==> src/rtl/tagger_tab_ctrl.sv <==
// tagger_tab_ctrl: partition-table update controller for the transaction tagger.
// On commit, the decoded configuration is copied into a shadow table one entry per
// cycle. The controller then waits until no tagged transaction is outstanding and
// swaps the shadow table into the active table in a single cycle.
// Optional feature macro: TAGGER_TAB_CHECK_EN. When it is defined, LOAD also runs an
// address-ordering check, and a table that fails the check is rejected.
module tagger_tab_ctrl #(
   parameter int unsigned MAXPARTITION  = 4,
   parameter int unsigned PATID_LEN     = 8,
   parameter int unsigned ADDR_WIDTH    = 34,
   parameter int unsigned OUTSTND_WIDTH = 6
) (
   input  logic                               clk_i,
   input  logic                               rst_ni,
   input  logic                               commit_i,
   input  logic [MAXPARTITION*ADDR_WIDTH-1:0] cfg_addr_i,
   input  logic [MAXPARTITION*PATID_LEN-1:0]  cfg_patid_i,
   input  logic [MAXPARTITION*2-1:0]          cfg_conf_i,
   input  logic                               txn_issue_i,
   input  logic                               txn_done_i,
   input  logic                               err_clr_i,
   output logic                               commit_clr_o,
   output logic                               hold_o,
   output logic                               busy_o,
   output logic                               err_o,
   output logic [MAXPARTITION*ADDR_WIDTH-1:0] tab_addr_o,
   output logic [MAXPARTITION*PATID_LEN-1:0]  tab_patid_o,
   output logic [MAXPARTITION*2-1:0]          tab_conf_o,
   output logic [7:0]                         tab_epoch_o
);

   localparam int unsigned IDX_W = (MAXPARTITION > 1) ? $clog2(MAXPARTITION) : 1;
   localparam int unsigned TAB_AW = MAXPARTITION * ADDR_WIDTH;
   localparam int unsigned TAB_PW = MAXPARTITION * PATID_LEN;
   localparam int unsigned TAB_CW = MAXPARTITION * 2;
   localparam logic [OUTSTND_WIDTH-1:0] CNT_MAX = {OUTSTND_WIDTH{1'b1}};

   typedef enum logic [1:0] {
      ST_IDLE  = 2'd0,
      ST_LOAD  = 2'd1,
      ST_DRAIN = 2'd2,
      ST_SWAP  = 2'd3
   } state_e;

   state_e                   state_q;
   logic [IDX_W-1:0]         idx_q;
   logic [TAB_AW-1:0]        shd_addr_q;
   logic [TAB_PW-1:0]        shd_patid_q;
   logic [TAB_CW-1:0]        shd_conf_q;
   logic [OUTSTND_WIDTH-1:0] cnt_q;
   logic [OUTSTND_WIDTH-1:0] cnt_nxt;
   logic                     cnt_ovf;
   logic                     cnt_unf;
   logic [ADDR_WIDTH-1:0]    cur_addr;
   logic [PATID_LEN-1:0]     cur_patid;
   logic [1:0]               cur_conf;
   logic                     last_idx;
   logic                     chk_fail;
   logic                     err_set;

`ifdef TAGGER_TAB_CHECK_EN
   logic [ADDR_WIDTH-1:0]    last_addr_q;
   logic                     last_vld_q;
   logic                     chk_fail_q;
`endif

   // State-decoded outputs
   assign busy_o = (state_q != ST_IDLE);
   assign hold_o = (state_q == ST_DRAIN) || (state_q == ST_SWAP);

   // Select the cfg entry addressed by idx
   always_comb begin
      cur_addr  = '0;
      cur_patid = '0;
      cur_conf  = '0;
      for (int unsigned k = 0; k < MAXPARTITION; k++) begin
         if (idx_q == IDX_W'(k)) begin
            cur_addr  = cfg_addr_i[k*ADDR_WIDTH +: ADDR_WIDTH];
            cur_patid = cfg_patid_i[k*PATID_LEN +: PATID_LEN];
            cur_conf  = cfg_conf_i[k*2 +: 2];
         end
      end
   end

   // Ordering check including the entry loaded this cycle
   always_comb begin
`ifdef TAGGER_TAB_CHECK_EN
      chk_fail = chk_fail_q | ((cur_conf != 2'b00) && last_vld_q && (cur_addr <= last_addr_q));
`else
      chk_fail = 1'b0;
`endif
   end

   // Outstanding counter next value and its error conditions
   always_comb begin
      cnt_nxt = cnt_q;
      cnt_ovf = 1'b0;
      cnt_unf = 1'b0;
      if (txn_issue_i && !txn_done_i) begin
         if (cnt_q == CNT_MAX) cnt_ovf = 1'b1;
         else                  cnt_nxt = cnt_q + OUTSTND_WIDTH'(1);
      end else if (txn_done_i && !txn_issue_i) begin
         if (cnt_q == '0) cnt_unf = 1'b1;
         else             cnt_nxt = cnt_q - OUTSTND_WIDTH'(1);
      end
   end

   assign last_idx = (idx_q == IDX_W'(MAXPARTITION - 1));
   assign err_set  = cnt_ovf | cnt_unf | ((state_q == ST_LOAD) && last_idx && chk_fail);

   // Outstanding counter and sticky error flag (set beats clear)
   always_ff @(posedge clk_i or negedge rst_ni) begin
      if (!rst_ni) begin
         cnt_q <= '0;
         err_o <= 1'b0;
      end else begin
         cnt_q <= cnt_nxt;
         err_o <= err_set | (err_o & ~err_clr_i);
      end
   end

   // Update FSM: load shadow, drain, swap into the active table
   always_ff @(posedge clk_i or negedge rst_ni) begin
      if (!rst_ni) begin
         state_q      <= ST_IDLE;
         idx_q        <= '0;
         commit_clr_o <= 1'b0;
         shd_addr_q   <= '0;
         shd_patid_q  <= '0;
         shd_conf_q   <= '0;
         tab_addr_o   <= '0;
         tab_patid_o  <= '0;
         tab_conf_o   <= '0;
         tab_epoch_o  <= '0;
`ifdef TAGGER_TAB_CHECK_EN
         last_addr_q  <= '0;
         last_vld_q   <= 1'b0;
         chk_fail_q   <= 1'b0;
`endif
      end else begin
         commit_clr_o <= 1'b0;
         case (state_q)
            ST_IDLE: begin
               idx_q <= '0;
`ifdef TAGGER_TAB_CHECK_EN
               last_addr_q <= '0;
               last_vld_q  <= 1'b0;
               chk_fail_q  <= 1'b0;
`endif
               // commit is still high in the clear-pulse cycle; the register drops it at this edge
               if (commit_i && !commit_clr_o) state_q <= ST_LOAD;
            end
            ST_LOAD: begin
               for (int unsigned k = 0; k < MAXPARTITION; k++) begin
                  if (idx_q == IDX_W'(k)) begin
                     shd_addr_q[k*ADDR_WIDTH +: ADDR_WIDTH] <= cur_addr;
                     shd_patid_q[k*PATID_LEN +: PATID_LEN] <= cur_patid;
                     shd_conf_q[k*2 +: 2]                  <= cur_conf;
                  end
               end
`ifdef TAGGER_TAB_CHECK_EN
               chk_fail_q <= chk_fail;
               if (cur_conf != 2'b00) begin
                  last_addr_q <= cur_addr;
                  last_vld_q  <= 1'b1;
               end
`endif
               idx_q <= idx_q + IDX_W'(1);
               if (last_idx) begin
                  if (chk_fail) begin
                     state_q      <= ST_IDLE;
                     commit_clr_o <= 1'b1;
                  end else begin
                     state_q <= ST_DRAIN;
                  end
               end
            end
            ST_DRAIN: begin
               // Leave as soon as the counter is zero after this cycle's handshakes
               if (cnt_nxt == '0) begin
                  state_q      <= ST_SWAP;
                  commit_clr_o <= 1'b1;
               end
            end
            ST_SWAP: begin
               tab_addr_o  <= shd_addr_q;
               tab_patid_o <= shd_patid_q;
               tab_conf_o  <= shd_conf_q;
               tab_epoch_o <= tab_epoch_o + 8'd1;
               state_q     <= ST_IDLE;
            end
            default: state_q <= ST_IDLE;
         endcase
      end
   end

endmodule

==> config.mk <==
export PLATFORM = sky130hd
export DESIGN_NAME = tagger_tab_ctrl
export DESIGN_NICKNAME = d
export VERILOG_FILES = /design/src/rtl/tagger_tab_ctrl.sv
export SDC_FILE = /design/constraint.sdc
export NUM_CORES = 1
export LEC_CHECK = 0
export CAP_MARGIN = 20
export CORE_ASPECT_RATIO = 1.4
export CORE_MARGIN = 4
export CORE_UTILIZATION = 30
export DETAILED_ROUTE_END_ITERATION = 10
export GPL_ROUTABILITY_DRIVEN = 0
export GPL_TIMING_DRIVEN = 1
export PLACE_DENSITY = 0.56
export SYNTH_ARGS = -nofsm -noshare
export SYNTH_HDL_FRONTEND = slang
export SYNTH_SLANG_ARGS = --single-unit
==> constraint.sdc <==
create_clock -name clk_i -period 2.2 [get_ports clk_i]
set_input_delay 0.44 -clock clk_i [delete_from_list [all_inputs] [get_ports clk_i]]
set_output_delay 0.44 -clock clk_i [all_outputs]
set_load 0.03 [all_outputs]
==> results by group, run 1 <==
Synth
  – Syn Area/Cell: 12.0 sq um
  – Predominant post-synthesis flop cell: dfrtp_1
  – Synth top area share: 0.608
  – Post-synthesis cell area: 15300 sq um
  – EDFF count, synth: 0
  – Syn_nets: roughly 1500
  – Library cells used by synthesis: 50
  – Area leader, netlist: dfrtp_1
  – Sequential-to-total area share from yosys stat: 0.608
  – Asr flop ratio synth: 1.00
  – Largest cells by area after synthesis: dfrtp_1, mux2_2, a21oi_1
  – Yosys reg bits: roughly 370
  – Yosys warnings: 0
  – Mapped Cells: around 1300

Critical path
  – Crit Path Category: reg -> reg
  – Slowest CP cell: or4b_4
  – Crit-path max FO: 7
  – Reg2reg start: cnt_q[1]$_DFF_PN0_
  – Worst Setup SP: cnt_q[1]$_DFF_PN0_
  – Required @ worst endpoint: 2.64 ns
  – Top delay family on crit path: simple AND/OR/NAND/NOR gates
  – Setup crit end kind: flop
  – CP Launch Type: flop
  – Worst path most repeated cell: or4b_4
  – CP Cell Sequence: or4b_4 > nor4b_2 > nor3b_1 > a211oi_2 > or4b_4 > a31oi_1
  – Max incr delay on CP: between 0.5 and 0.6 ns
  – Buf/Inv on CP: 0
  – Worst Path Arrival: roughly 2.8 ns

STA
  – Final critical-path share of the clock period: 1.09
  – Worst setup margin: -0.191 ns
  – Worst-Margin Slew: 0.477 ns
  – Minimum clock period: ~2.4 ns
  – RSZ-0062 raised after global routing: true
  – Final setup fails: 3
  – Max Clock Skew: 0.0142 ns
  – F_max: 0.418 GHz
  – Max-slew headroom: 0.682
  – Max Transition Viols Final: 0
  – Final Hold Vio Count: 0

Power and ir drop
  – Maximum VDD drop: 669 uV
  – Power share of the clock group: 0.199
  – Overall power: about 34 mW
  – Pwr dens: 1560 nW/um^2
  – Sequential share of power: 0.345
  – Internal power: roughly 21 mW
  – Switching Share: 0.373
  – Comb pwr share: 0.456
  – Net switching power: 12.6 mW
  – Leak: about 8.6 nW

Layout
  – Diodes inserted: 0
  – Area occupied by multi-input gates: between 5000 and 6000 sq um
  – Finished Core Util: 0.431
  – Filler cells: approximately 4800
  – Final net count: between 1500 and 2000
  – Area growth syn-to-layout: 41.3%
  – Layout cells sized above 1: 0.219
  – Reg area: a little over 9000 sq um

Floorplanning
  – # rows: a little under 100
  – Ports: 370
  – Die W: 199 microns
  – Core area: approximately 50000 sq um
  – Die H: 275 microns
  – Initial core utilization: 0.305
  – Die Area: 54800 sq um

Global route
  – Largest net degree at the start of global routing: 76
  – GRT Total Usage: 0.160
  – Remaining Overflow, GRT: 0
  – Initial antenna violation count: 0
  – Vias in the first global route: approximately 11000
  – First-pass GRT wire length: 68800 microns

Clocking
  – CTS tree: yes
  – Total CTS buffers: 40
  – Clock Latency Late Sink: between 0.5 and 0.6 ns
  – Clock-pin slew reported for the worst setup and hold paths after clock tree synthesis: 0.07 ns
  – Total number of H-tree levels: 2
  – CTS Buffer Depth: 3
  – CTS sink count: about 370
  – CTS Root Cell: clkbuf_16

Route
  – Via count: 11043
  – DRT Pass-1 Iters: 4
  – Detailed Route WL: around 44000 microns
  – Final ANT Viol Nets: 0
  – Via density: approximately 4.7
  – Residual DRC: 0
  – Iteration-0 DRC Markers: about 370
  – Wire length per cell: approximately 19 microns

Worst hold path
  – Hold crit path type: in -> async

Run status
  – Violated checks: setup timing
  – Status: finished with violations

Placed design
  – I/O Buffers: approximately 370
  – Post-DP HPWL: ~32000 microns
  – Placement Setup Slack: -0.650 ns

Run
  – Maxcap violations: 0
==> final cells by class <==
type | count | share of cell area
Clock inverter | 7 | 0.00532
Clock buffer | 60 | 0.0548
Timing Repair Buffer | 436 | 0.206
Sequential cell | 372 | 0.430
Inverter | 12 | 0.00208
Multi-Input combinational cell | 807 | 0.264
Tap cell | 643 | 0.0372
==> cell usage after synthesis (2+ instances only) <==
cell type  count
or4b_1         2
xor2_1         2
and3_1         5
a31oi_1        3
a22o_1         2
nand2b_1       2
a21oi_1      222
nand4_1        3
ha_1          12
a21o_1         2
buf_1          9
mux2_2       222
nand2_1        8
dfrtp_1      372
or2_2          2
nor2_1       226
mux2i_1       45
clkbuf_1      73
a211o_1        2
o32ai_1        2
nand3_1        6
inv_1         12
and2_1         4
a211oi_1       2
xnor2_1        7
nor3b_1        2
nor3_1         3
==> per-layer routing <==
layer  global-route usage  wire, microns  vias to the layer above
li1                     -              -                     5200
met1                0.195          17800                     5544
met2                0.287          23700                      247
met3               0.0302           2030                       52
met4               0.0448            996                        0
met5                    0              0                        -
==> cells in the final DEF (no fill, tap or decap), types with 5 or more instances in the layout <==
master           instances
inv_1                   11
xnor2_1                  7
clkbuf_1                10
dfrtp_1                368
a21oi_1                221
mux2i_1                 45
nand2_1                  7
nor2_1                 226
and3_1                   5
buf_4                   45
nand3_1                  6
clkbuf_16               41
mux2_2                 222
buf_12                  21
ha_1                     7
clkbuf_8                 9
clkdlybuf4s50_1        365
==> sequential cells by signal, summed over array words and instances (netlist names), 6 cells and up <==
signal       count
shd_addr_q     136
tab_addr_o     136
shd_patid_q     32
tab_patid_o     32
shd_conf_q       8
tab_conf_o       8
tab_epoch_o      8
cnt_q            6
==> worst paths after layout <==
path	endpoint	slack, ns	cells past startpoint
setup / recovery	state_q[0]$_DFFE_PN0P_	-0.19	6
hold / removal	tab_addr_o[105]$_DFFE_PN0P_	0.45	2
setup reg to reg	state_q[0]$_DFFE_PN0P_	-0.19	6
hold reg to reg	tab_epoch_o[7]$_DFFE_PN0P_	0.48	1
max in group asynchronous	tab_conf_o[3]$_DFFE_PN0P_	1.03	3
min in group clk_i	tab_epoch_o[7]$_DFFE_PN0P_	0.48	1
==> power by group through the flow <==
stage               logic, mW  clock network [mW]  registers (mW)
finish                   15.4                6.70            11.6
detailed placement       15.5                   0            11.8
CTS                      15.6                6.96            11.7
global route             16.5                7.23            12.0
floorplan                6.51                   0            14.2
global placement         15.3                   0            11.6
==> worst register-to-register path, cell delays in order (launching register included) <==
cell	delay, ns
dfrtp_2	0.46
or4b_4	0.56
nor4b_2	0.23
nor3b_1	0.10
a211oi_2	0.27
or4b_4	0.51
a31oi_1	0.17
==> through the flow <==
step                      instance area, sq um  cells  setup TNS, ns  hold WS [ns]
after global routing                     21700   2337         -0.607         0.470
after global placement                   20300   2267          -1.76         0.409
after detailed placement                 20300   2267          -1.76         0.414
after CTS                                21600   2337         -0.417         0.439
final                                    21700   2337         -0.397         0.448
after floorplan                          15300   1275         -0.756         0.144
==> kinds of logic (layout without fill, tap and decap cells) <==
family	count (synthesis)	in the layout	share of synthesized area
flops	372	372	0.608
simple gates	273	273	0.0759
mux	267	267	0.193
compound gates	246	246	0.0853
buf+inv	96	515	0.0238
fa+ha+maj	12	12	0.00980
xor+xnor	9	9	0.00514
==> what timing repair did <==
item	CTS	global route
hold endpoints to repair	37	0
endpoints found under the setup margin	5	9
gates resized for setup	9	11
hold buffers	1	0
pin swaps	1	1
buffers inserted	2	0
Note: power is estimated with default switching activity, not from simulation.
==> inputs of run 2 (changes only) <==
--- a/config.mk
+++ b/config.mk
@@ -14,4 +14,5 @@
 export GPL_TIMING_DRIVEN = 1
 export PLACE_DENSITY = 0.56
+export SLEW_MARGIN = 15
 export SYNTH_ARGS = -nofsm -noshare
 export SYNTH_HDL_FRONTEND = slang
==> constraint.sdc (replaced) <==
create_clock -name clk_i -period 2.2 [get_ports clk_i]
set_input_delay 0.22 -clock clk_i [delete_from_list [all_inputs] [get_ports clk_i]]
set_output_delay 0.22 -clock clk_i [all_outputs]
set_load 0.03 [all_outputs]
==> run 2 against run 1 <==
  * Hold slack lost 0.19 ns
  * Setup slack better by 0.047 ns
  * Via count is 0.96% higher
  * Highest routed layer unchanged
  * Cell count grew 0.21%
  * The run still ends with setup timing left
  * Register-to-register slack improved by 0.05 ns
  * First-iteration DRC count increased by 12%
  * Combinational power is essentially flat
  * Non-clock buffer count down 5
  * Critical path depth up 2
  * Cell area grew 0.50%
  * Total power up 1.0%
  * Fmax is 2.0% higher
==> results by group, run 2 (same netlist as run 1, synthesis figures left out) <==
Power and ir drop
  – Leak: 8.64 nW (was 8.60 nW)
  – Pwr dens: 1560 nW/um^2 (about the same)
  – Maximum VDD drop: 888 uV (was 669 uV)

Run
  – Maxcap violations: 0 (unchanged)

Clocking
  – CTS Root Cell: clkbuf_16 (unchanged)
  – Clock Latency Late Sink: 0.53 ns (about the same)
  – Total number of H-tree levels: 2 (unchanged)
  – CTS sink count: 372 (unchanged)
  – CTS tree: yes (unchanged)
  – Clock-pin slew reported for the worst setup and hold paths after clock tree synthesis: 0.06 ns (was 0.07 ns)
  – CTS Buffer Depth: 3 (unchanged)
  – Total CTS buffers: 41 (was 40)

Critical path
  – Reg2Reg Depth: 8 (was 6)
  – CP Launch Type: flop (unchanged)
  – Setup crit end kind: flop (unchanged)
  – Crit-path max FO: 3 (was 7)
  – Required @ worst endpoint: 2.64 ns (about the same)
  – Worst Path Arrival: 2.79 ns (was 2.83 ns)
  – Crit Path Category: reg -> reg (unchanged)

STA
  – Final critical-path share of the clock period: 1.07 (was 1.09)
  – Worst-Margin Slew: 0.651 ns (was 0.477 ns)
  – RSZ-0062 raised after global routing: true (unchanged)
  – Max-slew headroom: 0.566 (was 0.682)
  – Final Hold Vio Count: 0 (unchanged)
  – Worst setup margin: -0.144 ns (was -0.191 ns)
  – Max Clock Skew: 0.0102 ns (was 0.0142 ns)
  – Minimum clock period: 2.34 ns (was 2.39 ns)
  – Max Transition Viols Final: 0 (unchanged)
  – Final setup fails: 4 (was 3)
  – F_max: 0.427 GHz (was 0.418 GHz)

Route
  – Iteration-0 DRC Markers: 415 (was 371)
  – Residual DRC: 0 (unchanged)
  – DRT Pass-1 Iters: 5 (was 4)
  – Detailed Route WL: 45000 microns (was 44500 microns)
  – Via count: 11149 (was 11043)
  – Wire length per cell: 19.2 microns (was 19.0 microns)
  – Final ANT Viol Nets: 0 (unchanged)
  – Via density: 4.76 (was 4.73)

Layout
  – Reg area: 9310 sq um (about the same)
  – Area growth syn-to-layout: 42.0% (was 41.3%)
  – Final net count: 1859 (was 1863)
  – Filler cells: 4819 (was 4804)
  – Layout cells sized above 1: 0.226 (was 0.219)
  – Design area: 21800 sq um (was 21700 sq um)
  – Area occupied by multi-input gates: 5790 sq um (was 5720 sq um)
  – Regs by FF count: shd_addr_q x136, tab_addr_o x136 (unchanged)
  – Most frequent cells in the layout: dfrtp_1, clkdlybuf4s50_1, nor2_1 (unchanged)
  – Most common cell after layout, fill and taps aside: dfrtp_1 (unchanged)

Placed design
  – Dpl cell area: 20200 sq um (was 20300 sq um)
  – Placement Setup Slack: -0.521 ns (was -0.650 ns)
  – I/O Buffers: 369 (unchanged)
  – Post-DP HPWL: 32200 microns (about the same)

Floorplanning
  – Die H: 275 microns (unchanged)
  – Initial core utilization: 0.305 (unchanged)
  – Core area: 50200 sq um (unchanged)
  – # rows: 97 (unchanged)
  – Die Area: 54800 sq um (unchanged)
  – Die W: 199 microns (unchanged)
  – Ports: 370 (unchanged)

Global route
  – Remaining Overflow, GRT: 0 (unchanged)
  – Initial antenna violation count: 0 (unchanged)
  – GRT Total Usage: 0.161 (was 0.160)
  – Vias in the first global route: 11806 (was 11484)
  – Largest net degree at the start of global routing: 91 (was 76)
  – First-pass GRT wire length: 69700 microns (was 68800 microns)

Worst hold path
  – Hold crit path type: in -> async (unchanged)

Run status
  – Status: finished with violations (unchanged)
  – Violated checks: setup timing (unchanged)
-- run 2: cell count changes in the layout (fill, tap and decap cells not counted), sizes merged, moves of 2 or more --
cell         change
dlygate4sd2      +2
clkinv           +6
buf              -6
clkbuf           +2
-- run 2: report_power, final --
part	internal (mW)	leakage, nW	switching (mW)
sequential	9.98	4.03	1.66
combinational	7.06	3.92	8.36
clock	4.22	0.689	2.75
-- run 2: final cells by class --
type / instances / area share
multi-input cells: 807 / 0.266
repair buffers: 431 / 0.203
inverters: 12 / 0.00207
well taps: 643 / 0.0370
clock inverters: 14 / 0.00604
diodes: 1 / 0.000115
flip-flops and latches: 372 / 0.428
clock buffers: 62 / 0.0582
-- run 2: routing by layer --
metal,vias up,share of wire,track usage
met3,65,0.047,0.0320
met4,0,0.025,0.0448
met1,5593,0.40,0.194
li1,5217,-,-
met5,-,0,0
met2,274,0.53,0.293
-- run 2: final timing paths --
path | slack, ns | startpoint | endpoint
worst max-delay path | -0.14 | cnt_q[0]$_DFF_PN0_ | state_q[0]$_DFFE_PN0P_
worst max register to register | -0.14 | cnt_q[0]$_DFF_PN0_ | state_q[0]$_DFFE_PN0P_
min in group clk_i | 0.31 | err_clr_i | err_o$_DFF_PN0_
max in group asynchronous | 1.10 | rst_ni | shd_conf_q[3]$_DFFE_PN0P_
worst min register to register | 0.48 | tab_epoch_o[7]$_DFFE_PN0P_ | tab_epoch_o[7]$_DFFE_PN0P_
worst min-delay path | 0.26 | rst_ni | tab_addr_o[114]$_DFFE_PN0P_
-- run 2: timing repair --
action / CTS / global route
hold buffers: 1 / 0
resized for setup: 9 / 11
endpoints found under the hold margin: 61 / 0
pin swaps: 4 / 9
buffers inserted: 6 / 1
endpoints found under the setup margin: 5 / 13
-- run 2: worst max-delay path, cell delays in order, from the launching register on --
cell	delay (ns)
dfrtp_2	0.42
buf_4	0.15
ha_1	0.21
and3_1	0.21
a21o_1	0.18
a2bb2oi_1	0.14
nand4b_1	0.25
or4b_4	0.52
a31oi_1	0.18
-- run 2: through the flow --
stage               TNS [ns]   util  cells  power [mW]  hold WS [ns]
floorplan             -0.756      -   1275        20.7       -0.0756
global placement       -1.06  0.402   2257        26.8         0.252
detailed placement     -1.40  0.402   2257        27.2         0.258
CTS                   -0.614  0.432   2340        34.5         0.276
global route          -0.779  0.433   2341        36.2         0.302
finish                -0.411  0.433   2342        34.0         0.260
==> inputs of run 3 (changes only) <==
- SETUP_SLACK_MARGIN: default -> 0.15
==> run 3 against run 2 <==
  * Register-to-register slack improved by 0.04 ns
  * Die area did not move
  * Cell area is 1.3% higher
  * Count of clock-buffer cells in the layout shrank 8
  * Critical path depth shrank 2
  * Sequential share of layout area fell by 0.55 points
  * The flow still finishes with violations (setup timing)
  * Largest power group unchanged
  * Setup slack better by 0.045 ns
  * Total power grew 0.55%
  * Clock skew up 0.015 ns
==> results by group, run 3 (same netlist as run 1, synthesis figures left out) <==
Layout
  – Layout cells sized above 1: 0.254 (was 0.226)
  – Finished Core Util: 0.439 (was 0.433)
  – Area growth syn-to-layout: 43.9% (was 42.0%)
  – Most frequent cells in the layout: dfrtp_1, clkdlybuf4s50_1, nor2_1 (unchanged)
  – Final net count: 1866 (was 1859)
  – Regs by FF count: shd_addr_q x136, tab_addr_o x136 (unchanged)
  – Most common cell after layout, fill and taps aside: dfrtp_1 (unchanged)
  – Diodes inserted: 0 (was 1)

Clocking
  – CTS tree: yes (unchanged)
  – Clock-pin slew reported for the worst setup and hold paths after clock tree synthesis: 0.06 ns (about the same)
  – Total number of H-tree levels: 2 (unchanged)
  – Clock Latency Late Sink: 0.54 ns (was 0.53 ns)
  – CTS Root Cell: clkbuf_16 (unchanged)
  – CTS sink count: 372 (unchanged)
  – Total CTS buffers: 39 (was 41)
  – CTS Buffer Depth: 3 (unchanged)

Floorplanning
  – Die W: 199 microns (unchanged)
  – Ports: 370 (unchanged)
  – # rows: 97 (unchanged)
  – Die H: 275 microns (unchanged)
  – Core area: 50200 sq um (unchanged)
  – Die Area: 54800 sq um (unchanged)
  – Initial core utilization: 0.305 (unchanged)

STA
  – Max Clock Skew: 0.0257 ns (was 0.0102 ns)
  – Minimum clock period: 2.30 ns (was 2.34 ns)
  – Worst setup margin: -0.0994 ns (was -0.144 ns)
  – Sum of negative setup slack: -0.193 ns (was -0.411 ns)
  – Max Transition Viols Final: 0 (unchanged)
  – Final Hold Vio Count: 0 (unchanged)
  – RSZ-0062 raised after global routing: true (unchanged)
  – Worst-Margin Slew: 0.616 ns (was 0.651 ns)
  – Max-slew headroom: 0.590 (was 0.566)
  – Hold Slack: 0.228 ns (was 0.260 ns)
  – Final setup fails: 4 (unchanged)
  – Final critical-path share of the clock period: 1.05 (was 1.07)
  – F_max: 0.435 GHz (was 0.427 GHz)

Critical path
  – Crit-path max FO: 4 (was 3)
  – Worst Path Arrival: 2.74 ns (was 2.79 ns)
  – Required @ worst endpoint: 2.64 ns (about the same)
  – Crit Path Category: reg -> reg (unchanged)
  – R2r setup slk: -0.1 ns (was -0.14 ns)
  – Setup crit end kind: flop (unchanged)
  – CP Launch Type: flop (unchanged)

Worst hold path
  – Hold crit path type: in -> async (unchanged)

Route
  – Wire length per cell: 19.2 microns (about the same)
  – Via count: 11011 (was 11149)
  – Detailed Route WL: 45100 microns (was 45000 microns)
  – Via density: 4.70 (was 4.76)
  – DRT Pass-1 Iters: 5 (unchanged)
  – Final ANT Viol Nets: 0 (unchanged)
  – Residual DRC: 0 (unchanged)
  – Iteration-0 DRC Markers: 350 (was 415)

Power and ir drop
  – Switching Share: 0.376 (was 0.375)
  – Overall power: 34.2 mW (was 34.0 mW)
  – Comb pwr share: 0.460 (was 0.453)
  – Leak: 8.70 nW (was 8.64 nW)
  – Maximum VDD drop: 735 uV (was 888 uV)
  – Internal power: 21.4 mW (was 21.3 mW)
  – Sequential share of power: 0.340 (was 0.342)
  – Pwr dens: 1550 nW/um^2 (was 1560 nW/um^2)
  – Power share of the clock group: 0.200 (was 0.205)
  – Net switching power: 12.9 mW (was 12.8 mW)

Run status
  – Violated checks: setup timing (unchanged)
  – Status: finished with violations (unchanged)

Global route
  – GRT Total Usage: 0.157 (was 0.161)
  – Initial antenna violation count: 0 (unchanged)
  – First-pass GRT wire length: 67900 microns (was 69700 microns)
  – Remaining Overflow, GRT: 0 (unchanged)
  – Vias in the first global route: 11421 (was 11806)
  – Largest net degree at the start of global routing: 84 (was 91)

Placed design
  – Post-DP HPWL: 32100 microns (was 32200 microns)
  – I/O Buffers: 369 (unchanged)

Run
  – Maxcap violations: 0 (unchanged)
-- run 3: changes by cell type in the layout (fill, tap and decap cells not counted), moves of 2 or more --
cell / change
clkbuf_8: -4
bufinv_16: +2
mux2i_4: +2
ha_1: -2
buf_12: +5
a21oi_2: +38
ha_2: +3
mux2i_1: -3
a21oi_1: -38
-- run 3: cell type report --
cell class,count,area [sq um]
Clock inverter,16,200
Sequential cell,372,9310
Timing Repair Buffer,440,4600
Inverter,12,45.0
Tap cell,643,805
Clock buffer,54,1130
Fill cell,4758,28200
Multi-Input combinational cell,807,5950
-- run 3: critical path: stages, from the launching register on --
cell,delay (ns)
dfrtp_1,0.41
or4b_4,0.59
nor4b_4,0.24
nor3b_2,0.08
a211oi_2,0.22
or4b_4,0.50
a31oi_1,0.17
-- run 3: stage by stage --
step	instances	worst slack, ns	cell area, sq um
2_1_floorplan	1275	-0.0109	15400
3_3_place_gp	2262	-0.377	20300
3_5_place_dp	2262	-0.431	20300
4_1_cts	2335	-0.111	21700
5_1_grt	2344	-0.174	22000
6_report	2344	-0.0994	22000
-- run 3: layer usage --
layer	track usage	wire length, microns
met3	0.0272	1930
met2	0.276	23300
met5	0	0
met4	0.0477	1420
met1	0.198	18400
-- run 3: timing repair --
action,CTS,global route
endpoints found under the hold margin,51,0
pin swaps,2,9
resized for setup,11,57
cloned,0,3
setup endpoints to repair,47,110
setup buffers,2,6
hold buffers,1,0
-- run 3: final timing paths --
path,startpoint,to,depth (start not counted)
min in group clk_i,err_clr_i,err_o$_DFF_PN0_,2
min reg2reg,tab_epoch_o[7]$_DFFE_PN0P_,tab_epoch_o[7]$_DFFE_PN0P_,1
max in group asynchronous,rst_ni,tab_addr_o[131]$_DFFE_PN0P_,3
max reg2reg,cnt_q[1]$_DFF_PN0_,state_q[0]$_DFFE_PN0P_,6
max,cnt_q[1]$_DFF_PN0_,state_q[0]$_DFFE_PN0P_,6
min,rst_ni,tab_addr_o[78]$_DFFE_PN0P_,2
-- run 3: power by group through the flow --
| stage | combinational, mW | clock (mW) | sequential, mW |
|---|---|---|---|
| floorplan | 6.55 | 0 | 14.2 |
| global placement | 15.3 | 0 | 11.6 |
| detailed placement | 15.4 | 0 | 11.8 |
| CTS | 15.6 | 7.08 | 11.7 |
| global route | 16.9 | 7.33 | 12.1 |
| finish | 15.7 | 6.85 | 11.6 |
